<file path="src/rtl/pwm_pkg.sv">
// Shared mode encoding and width helpers for the multi-generator PWM block.
package pwm_pkg;

  localparam logic MODE_EDGE   = 1'b0;
  localparam logic MODE_CENTER = 1'b1;

  function automatic int clog2(input int value);
    int r;
    r = 0;
    while ((1 << r) < value) r = r + 1;
    return r;
  endfunction

  function automatic int sel_width(input int num_ch);
    return (clog2(num_ch) < 1) ? 1 : clog2(num_ch);
  endfunction

endpackage

</file>
<file path="src/rtl/pwm_gen_core.sv">
// One PWM timebase: power-of-two prescaler, edge/centre counter,
// shadowed period/duty registers and per-channel comparators.
module pwm_gen_core
  import pwm_pkg::*;
#(
  parameter int CH_PER_GEN = 2,
  parameter int CNT_W      = 8,
  parameter int PRESC_W    = 4
) (
  input  logic                        clk,
  input  logic                        rst_n,
  input  logic                        enable,
  input  logic                        center,
  input  logic [PRESC_W-1:0]          prescale,
  input  logic [CNT_W-1:0]            period,
  input  logic [CH_PER_GEN*CNT_W-1:0] duty,
  input  logic                        update,
  output logic [CH_PER_GEN-1:0]       ch_raw,
  output logic                        period_tick,
  output logic                        update_pending
);

  localparam int PW = (1 << PRESC_W) - 1;

  logic [PW-1:0]               presc_q;
  logic [PW-1:0]               presc_lim;
  logic [CNT_W-1:0]            cnt_q;
  logic [CNT_W-1:0]            cnt_dn;
  logic [CNT_W-1:0]            period_q;
  logic [CH_PER_GEN*CNT_W-1:0] duty_q;
  logic                        dir_q;
  logic                        en_q;
  logic                        pending_q;
  logic                        tick_q;
  logic                        en_rise;
  logic                        step;
  logic                        going_down;
  logic                        boundary;
  logic                        load;

  // Limit is 2^p-1; a live decrease of p fires a step on the next compare.
  assign presc_lim  = {PW{1'b1}} >> (PW - int'(prescale));
  assign en_rise    = enable & ~en_q;
  assign step       = enable & en_q & (presc_q >= presc_lim);
  assign cnt_dn     = cnt_q - CNT_W'(1);
  assign going_down = dir_q | (cnt_q >= period_q);

  always_comb begin
    boundary = 1'b0;
    if (step) begin
      if (period_q == '0)          boundary = 1'b1;
      else if (center == MODE_EDGE) boundary = (cnt_q >= period_q);
      else                          boundary = going_down & (cnt_dn == '0);
    end
  end

  assign load = en_rise | (boundary & (pending_q | update));

  always_ff @(posedge clk or negedge rst_n) begin
    if (!rst_n) begin
      presc_q   <= '0;
      cnt_q     <= '0;
      period_q  <= '0;
      duty_q    <= '0;
      dir_q     <= 1'b0;
      en_q      <= 1'b0;
      pending_q <= 1'b0;
      tick_q    <= 1'b0;
    end else begin
      en_q   <= enable;
      tick_q <= boundary;
      if (load) begin
        period_q  <= period;
        duty_q    <= duty;
        pending_q <= 1'b0;
      end else if (update) begin
        pending_q <= 1'b1;
      end
      if (!enable || en_rise) begin
        presc_q <= '0;
        cnt_q   <= '0;
        dir_q   <= 1'b0;
      end else begin
        presc_q <= step ? '0 : presc_q + PW'(1);
        if (step) begin
          if (period_q == '0 || boundary) begin
            cnt_q <= '0;
            dir_q <= 1'b0;
          end else if (center == MODE_CENTER && going_down) begin
            cnt_q <= cnt_dn;
            dir_q <= 1'b1;
          end else begin
            cnt_q <= cnt_q + CNT_W'(1);
          end
        end
      end
    end
  end

  for (genvar c = 0; c < CH_PER_GEN; c++) begin : g_cmp
    assign ch_raw[c] = enable & en_q & (cnt_q < duty_q[c*CNT_W +: CNT_W]);
  end

  assign period_tick    = tick_q;
  assign update_pending = pending_q;

endmodule

</file>
<file path="src/rtl/pwm_multi_gen.sv">
// Multi-generator PWM peripheral: NUM_GEN timebases feeding a registered
// per-pin routing mux with static-level and invert control.
module pwm_multi_gen
  import pwm_pkg::*;
#(
  parameter int  NUM_GEN    = 2,
  parameter int  CH_PER_GEN = 2,
  parameter int  CNT_W      = 8,
  parameter int  PRESC_W    = 4,
  parameter int  NUM_OUT    = 8,
  localparam int NUM_CH     = NUM_GEN * CH_PER_GEN,
  localparam int SEL_W      = sel_width(NUM_CH)
) (
  input  logic                       clk,
  input  logic                       rst_n,
  input  logic [NUM_GEN-1:0]         gen_enable,
  input  logic [NUM_GEN-1:0]         gen_center,
  input  logic [NUM_GEN*PRESC_W-1:0] gen_prescale,
  input  logic [NUM_GEN*CNT_W-1:0]   gen_period,
  input  logic [NUM_CH*CNT_W-1:0]    ch_duty,
  input  logic [NUM_GEN-1:0]         gen_update,
  input  logic [NUM_OUT-1:0]         out_en,
  input  logic [NUM_OUT-1:0]         out_pwm_en,
  input  logic [NUM_OUT*SEL_W-1:0]   out_sel,
  input  logic [NUM_OUT-1:0]         out_invert,
  output logic [NUM_OUT-1:0]         out,
  output logic [NUM_GEN-1:0]         period_tick,
  output logic [NUM_GEN-1:0]         update_pending
);

  logic [NUM_CH-1:0]  ch_raw;
  logic [NUM_OUT-1:0] routed;
  logic [NUM_OUT-1:0] pin_d;

  for (genvar g = 0; g < NUM_GEN; g++) begin : g_gen
    pwm_gen_core #(
      .CH_PER_GEN (CH_PER_GEN),
      .CNT_W      (CNT_W),
      .PRESC_W    (PRESC_W)
    ) u_core (
      .clk            (clk),
      .rst_n          (rst_n),
      .enable         (gen_enable[g]),
      .center         (gen_center[g]),
      .prescale       (gen_prescale[g*PRESC_W +: PRESC_W]),
      .period         (gen_period[g*CNT_W +: CNT_W]),
      .duty           (ch_duty[g*CH_PER_GEN*CNT_W +: CH_PER_GEN*CNT_W]),
      .update         (gen_update[g]),
      .ch_raw         (ch_raw[g*CH_PER_GEN +: CH_PER_GEN]),
      .period_tick    (period_tick[g]),
      .update_pending (update_pending[g])
    );
  end

  // Selects beyond NUM_CH match no channel and route a constant 0.
  always_comb begin
    routed = '0;
    pin_d  = '0;
    for (int i = 0; i < NUM_OUT; i++) begin
      for (int j = 0; j < NUM_CH; j++) begin
        if (out_sel[i*SEL_W +: SEL_W] == SEL_W'(j)) routed[i] = ch_raw[j];
      end
      pin_d[i] = (out_en[i] & out_pwm_en[i]) ? (routed[i] ^ out_invert[i]) : out_en[i];
    end
  end

  always_ff @(posedge clk or negedge rst_n) begin
    if (!rst_n) out <= '0;
    else        out <= pin_d;
  end

endmodule

</file>
<file path="config.mk">
export PLATFORM = sky130hd
export DESIGN_NAME = pwm_multi_gen
export DESIGN_NICKNAME = d
export VERILOG_FILES = /design/src/rtl/pwm_pkg.sv /design/src/rtl/pwm_gen_core.sv /design/src/rtl/pwm_multi_gen.sv
export SDC_FILE = /design/constraint.sdc
export NUM_CORES = 1
export LEC_CHECK = 0
export ABC_AREA = 1
export CORE_ASPECT_RATIO = 0.9
export CORE_MARGIN = 2
export CORE_UTILIZATION = 60
export CTS_BUF_LIST = sky130_fd_sc_hd__clkbuf_4 sky130_fd_sc_hd__clkbuf_8 sky130_fd_sc_hd__clkbuf_16
export CTS_CLUSTER_SIZE = 14
export DETAILED_ROUTE_END_ITERATION = 8
export GPL_TIMING_DRIVEN = 0
export PLACE_DENSITY = 0.95
export SYNTH_ARGS = -nofsm -noshare
export SYNTH_HDL_FRONTEND = slang
export SYNTH_SLANG_ARGS = --single-unit
export TNS_END_PERCENT = 50
</file>
<file path="constraint.sdc">
create_clock -name clk -period 3.3 [get_ports clk]
set_input_delay 0.66 -clock clk [delete_from_list [all_inputs] [get_ports clk]]
set_output_delay 0.66 -clock clk [all_outputs]
set_load 0.005 [all_outputs]
</file>
==> flow_summary.json <==
{
  "gp_congestion": 0.9215,
  "routed-wl-met2_mm": 9.997,
  "routed_wl_mm": 20.01,
  "die_h_um": 113.9,
  "fillers": 998,
  "synth_seq_cells": 110,
  "start_util_pct": 60.94,
  "cts_tree": "built",
  "synth_cells": 1131,
  "ys_top_cells_by_area": "dfrtp_1 34%, nand2_1 16%, ha_1 13%",
  "place_ws_ns": -0.1979,
  "clock.fmax_mhz": 328.3,
  "cts_setup_buffers": 0,
  "cts_sinks": 110,
  "die_area_um2": 14360,
  "rr_endpoint": "g_gen[0].u_core.cnt_q[1]",
  "hold_buffers": 0,
  "grt_max_degree": 64,
  "worstPathMaxFanout": 9,
  "syn_to_final_growth_pct": 20.37,
  "placement.io_buffers": 111,
  "insertion_delay_ns": 0.37,
  "yosysTopAreaCell": "dfrtp_1",
  "cts_max_path_buffers": 2,
  "clockRootBuffer": "clkbuf_16",
  "maxCapViolations": 0,
  "cp.arrival_ns": 3.34,
  "fin_util_pct": 73.35,
  "post-synth-top-count-cell": "nand2_1",
  "crit_type": "in -> reg",
  "ys_async_sr_fraction_pct": 100.0,
  "dr.max_layer_used": "met4",
  "min_period_ns": 3.046,
  "drt.antenna.violating_nets": 0,
  "hpwl_mm": 15.13,
  "dr_wl_met3_mm": 1.021,
  "cellPowerDensity_nw_per_um2": 350.7,
  "cts_buffers": 9,
  "first_global_vias": 7583,
  "layout_setup_ws_ns": 0.2536,
  "die_x_um": 126.1,
  "syn_area_um2": 8051,
  "reg2regPathDepth": 10,
  "slew-limit-headroom_pct": 56.83,
  "synth.avg_cell_area_um2": 7.119,
  "synth_common_cells": "345 x nand2_1, 147 x inv_1, 112 x nand3_1, 110 x dfrtp_1, 85 x nor2_1",
  "drtIter0Drc": 716,
  "p_leak_nw": 5.198,
  "yosysUniqueCellTypes": 36,
  "yosysTopAreaCellShare_pct": 34.19,
  "grt_pass1_wl_mm": 33.89,
  "track_usage_pct": 28.54,
  "setup_viol": 0,
  "min_path_type": "in -> async",
  "r2r_slack_ns": 0.78,
  "synth_top_flop_cell": "dfrtp_1",
  "ir_drop_mv": 0.2554,
  "endpoint": "g_gen[1].u_core.cnt_q[1]",
  "fin_setup_tns_ns": 0,
  "drcViolationCount": 0,
  "critPathLaunchType": "input port",
  "viasPerCell": 5.480,
  "cts_htree_levels": 3,
  "syn_nets": 1317,
  "slew_viol_final": 0,
  "outcome": "complete, no violations",
  "period_share_pct": 92.31,
  "register_area_um2": 2753,
  "ys.warnings.count": 0,
  "drt-met1-wl_mm": 8.408,
  "multi_input_area_um2": 4564,
  "top_level_ports": 116,
  "avgRoutedWirePerCell_um": 14.02,
  "worstSetupStartpoint": "gen_prescale[5]",
  "vias": 7820,
  "fin_nets": 1440,
  "clkTransAtPathRegs_ns": 0.07,
  "diodes": 0,
  "antenna_found_initial": 0,
  "synth_edf_count": 0,
  "fin_worst_skew_ns": 0.009796,
  "grt-ovfl-total": 0,
  "hold_viol_final": 0,
  "worstPathRequired_ns": 3.59,
  "cts_resized": 0,
  "cp-end-kind": "flip-flop",
  "layout-drive-gt1-share_pct": 5.878,
  "p_total_mw": 3.399,
  "core_um2": 13210,
  "dr.pass1.iters": 5,
  "row_count": 40,
  "ys_seq_area_share_pct": 34.19,
  "regToRegStartpoint": "g_gen[0].u_core.cnt_q[5]",
  "grt_setup_unrepaired": "no",
  "tightest_slew_ns": 0.6476
}
[cell type report]
class,instances,share of cell area [%]
Buffer,29,1.859
Clock buffer,9,2.324
Clock inverter,7,0.6584
Inverter,149,5.771
Multi-Input combinational cell,843,47.10
Tap cell,168,2.169
Timing Repair Buffer,112,11.72
Sequential cell,110,28.40
[cells in the final DEF, fill, tap and decap left out, types with 2 or more instances in the layout]
cell type / Yosys / layout
buf_8: 2 / 2
inv_6: 0 / 4
nand4_1: 39 / 39
nand2_1: 345 / 345
nor3b_1: 2 / 2
clkbuf_16: 0 / 9
xor2_1: 21 / 21
nor3_1: 12 / 12
nor4_1: 4 / 4
o21ai_0: 33 / 33
buf_4: 4 / 5
nand3b_1: 3 / 3
a21oi_1: 54 / 54
ha_1: 82 / 82
buf_6: 3 / 3
nor2_1: 85 / 85
o21a_1: 5 / 5
dfrtp_1: 110 / 110
clkbuf_2: 0 / 4
buf_2: 5 / 5
or2_2: 5 / 5
inv_1: 147 / 147
clkdlybuf4s50_1: 0 / 110
xnor2_1: 7 / 7
nor2_2: 3 / 3
nand3_1: 112 / 112
clkbuf_1: 14 / 11
nand2_2: 22 / 22
[how the worst min path moves through the flow]
stage,slack (ns),to,from,cells after the start
floorplan,0.36,g_gen[0].u_core.cnt_q[0],rst_n,0
global placement,0.47,g_gen[0].u_core.presc_q[0],g_gen[0].u_core.presc_q[0],1
detailed placement,0.49,g_gen[0].u_core.period_q[1],g_gen[0].u_core.period_q[1],2
CTS,0.34,g_gen[1].u_core.presc_q[12],rst_n,1
global route,0.37,g_gen[1].u_core.presc_q[12],rst_n,1
finish,0.31,g_gen[1].u_core.presc_q[12],rst_n,1
[critical path, cell delays in order]
cell	delay [ns]
clkdlybuf4s50_1	0.51
nor2_1	0.19
inv_1	0.09
o21ai_0	0.19
ha_1	0.29
a21oi_1	0.12
o21ai_0	0.09
a21oi_1	0.20
nand3_1	0.19
nand2_1	0.10
inv_1	0.06
nand2_1	0.31
nand2_1	0.19
nor2_1	0.14
[kinds of logic (layout without fill, tap and decap cells)]
group / count (synthesis) / in the layout / share of synthesized area (%)
AOI/OAI and AO/OA: 95 / 95 / 6.185
adders and majority gates: 82 / 82 / 12.74
xor gates and xnor gates: 28 / 28 / 3.046
DFF: 110 / 110 / 34.19
and+or+nand+nor: 638 / 638 / 34.72
buffers and inverters: 178 / 306 / 9.122
[metrics by stage]
step | instances | hold slack (ns) | area, um^2
2_1_floorplan | 1131 | 0.3644 | 8051
3_3_place_gp | 1410 | 0.4739 | 9373
3_5_place_dp | 1411 | 0.4931 | 9398
4_1_cts | 1427 | 0.3362 | 9687
5_1_grt | 1427 | 0.3733 | 9692
6_report | 1427 | 0.3123 | 9692
[flip-flops by register name, summed over array words and instances (netlist names)]
register                     flops
g_gen.u_core.period_q           16
g_gen.u_core.en_q                2
g_gen.u_core.period_tick         2
g_gen.u_core.presc_q            30
g_gen.u_core.update_pending      2
g_gen.u_core.cnt_q              16
out                              8
g_gen.u_core.dir_q               2
g_gen.u_core.duty_q             32
[routing by layer]
metal	vias up	global-route usage, %
met4	0	10.55
met2	275	50.97
li1	3906	-
met5	-	0
met1	3580	34.75
met3	59	4.972
[power by group]
part | internal, mW | switching [mW] | total (mW)
logic | 0.361 | 0.452 | 0.813
clock network | 0.529 | 0.544 | 1.07
registers | 1.44 | 0.0716 | 1.51
total | 2.33 | 1.07 | 3.40
No activity file was read; power rests on OpenSTA's default activity.
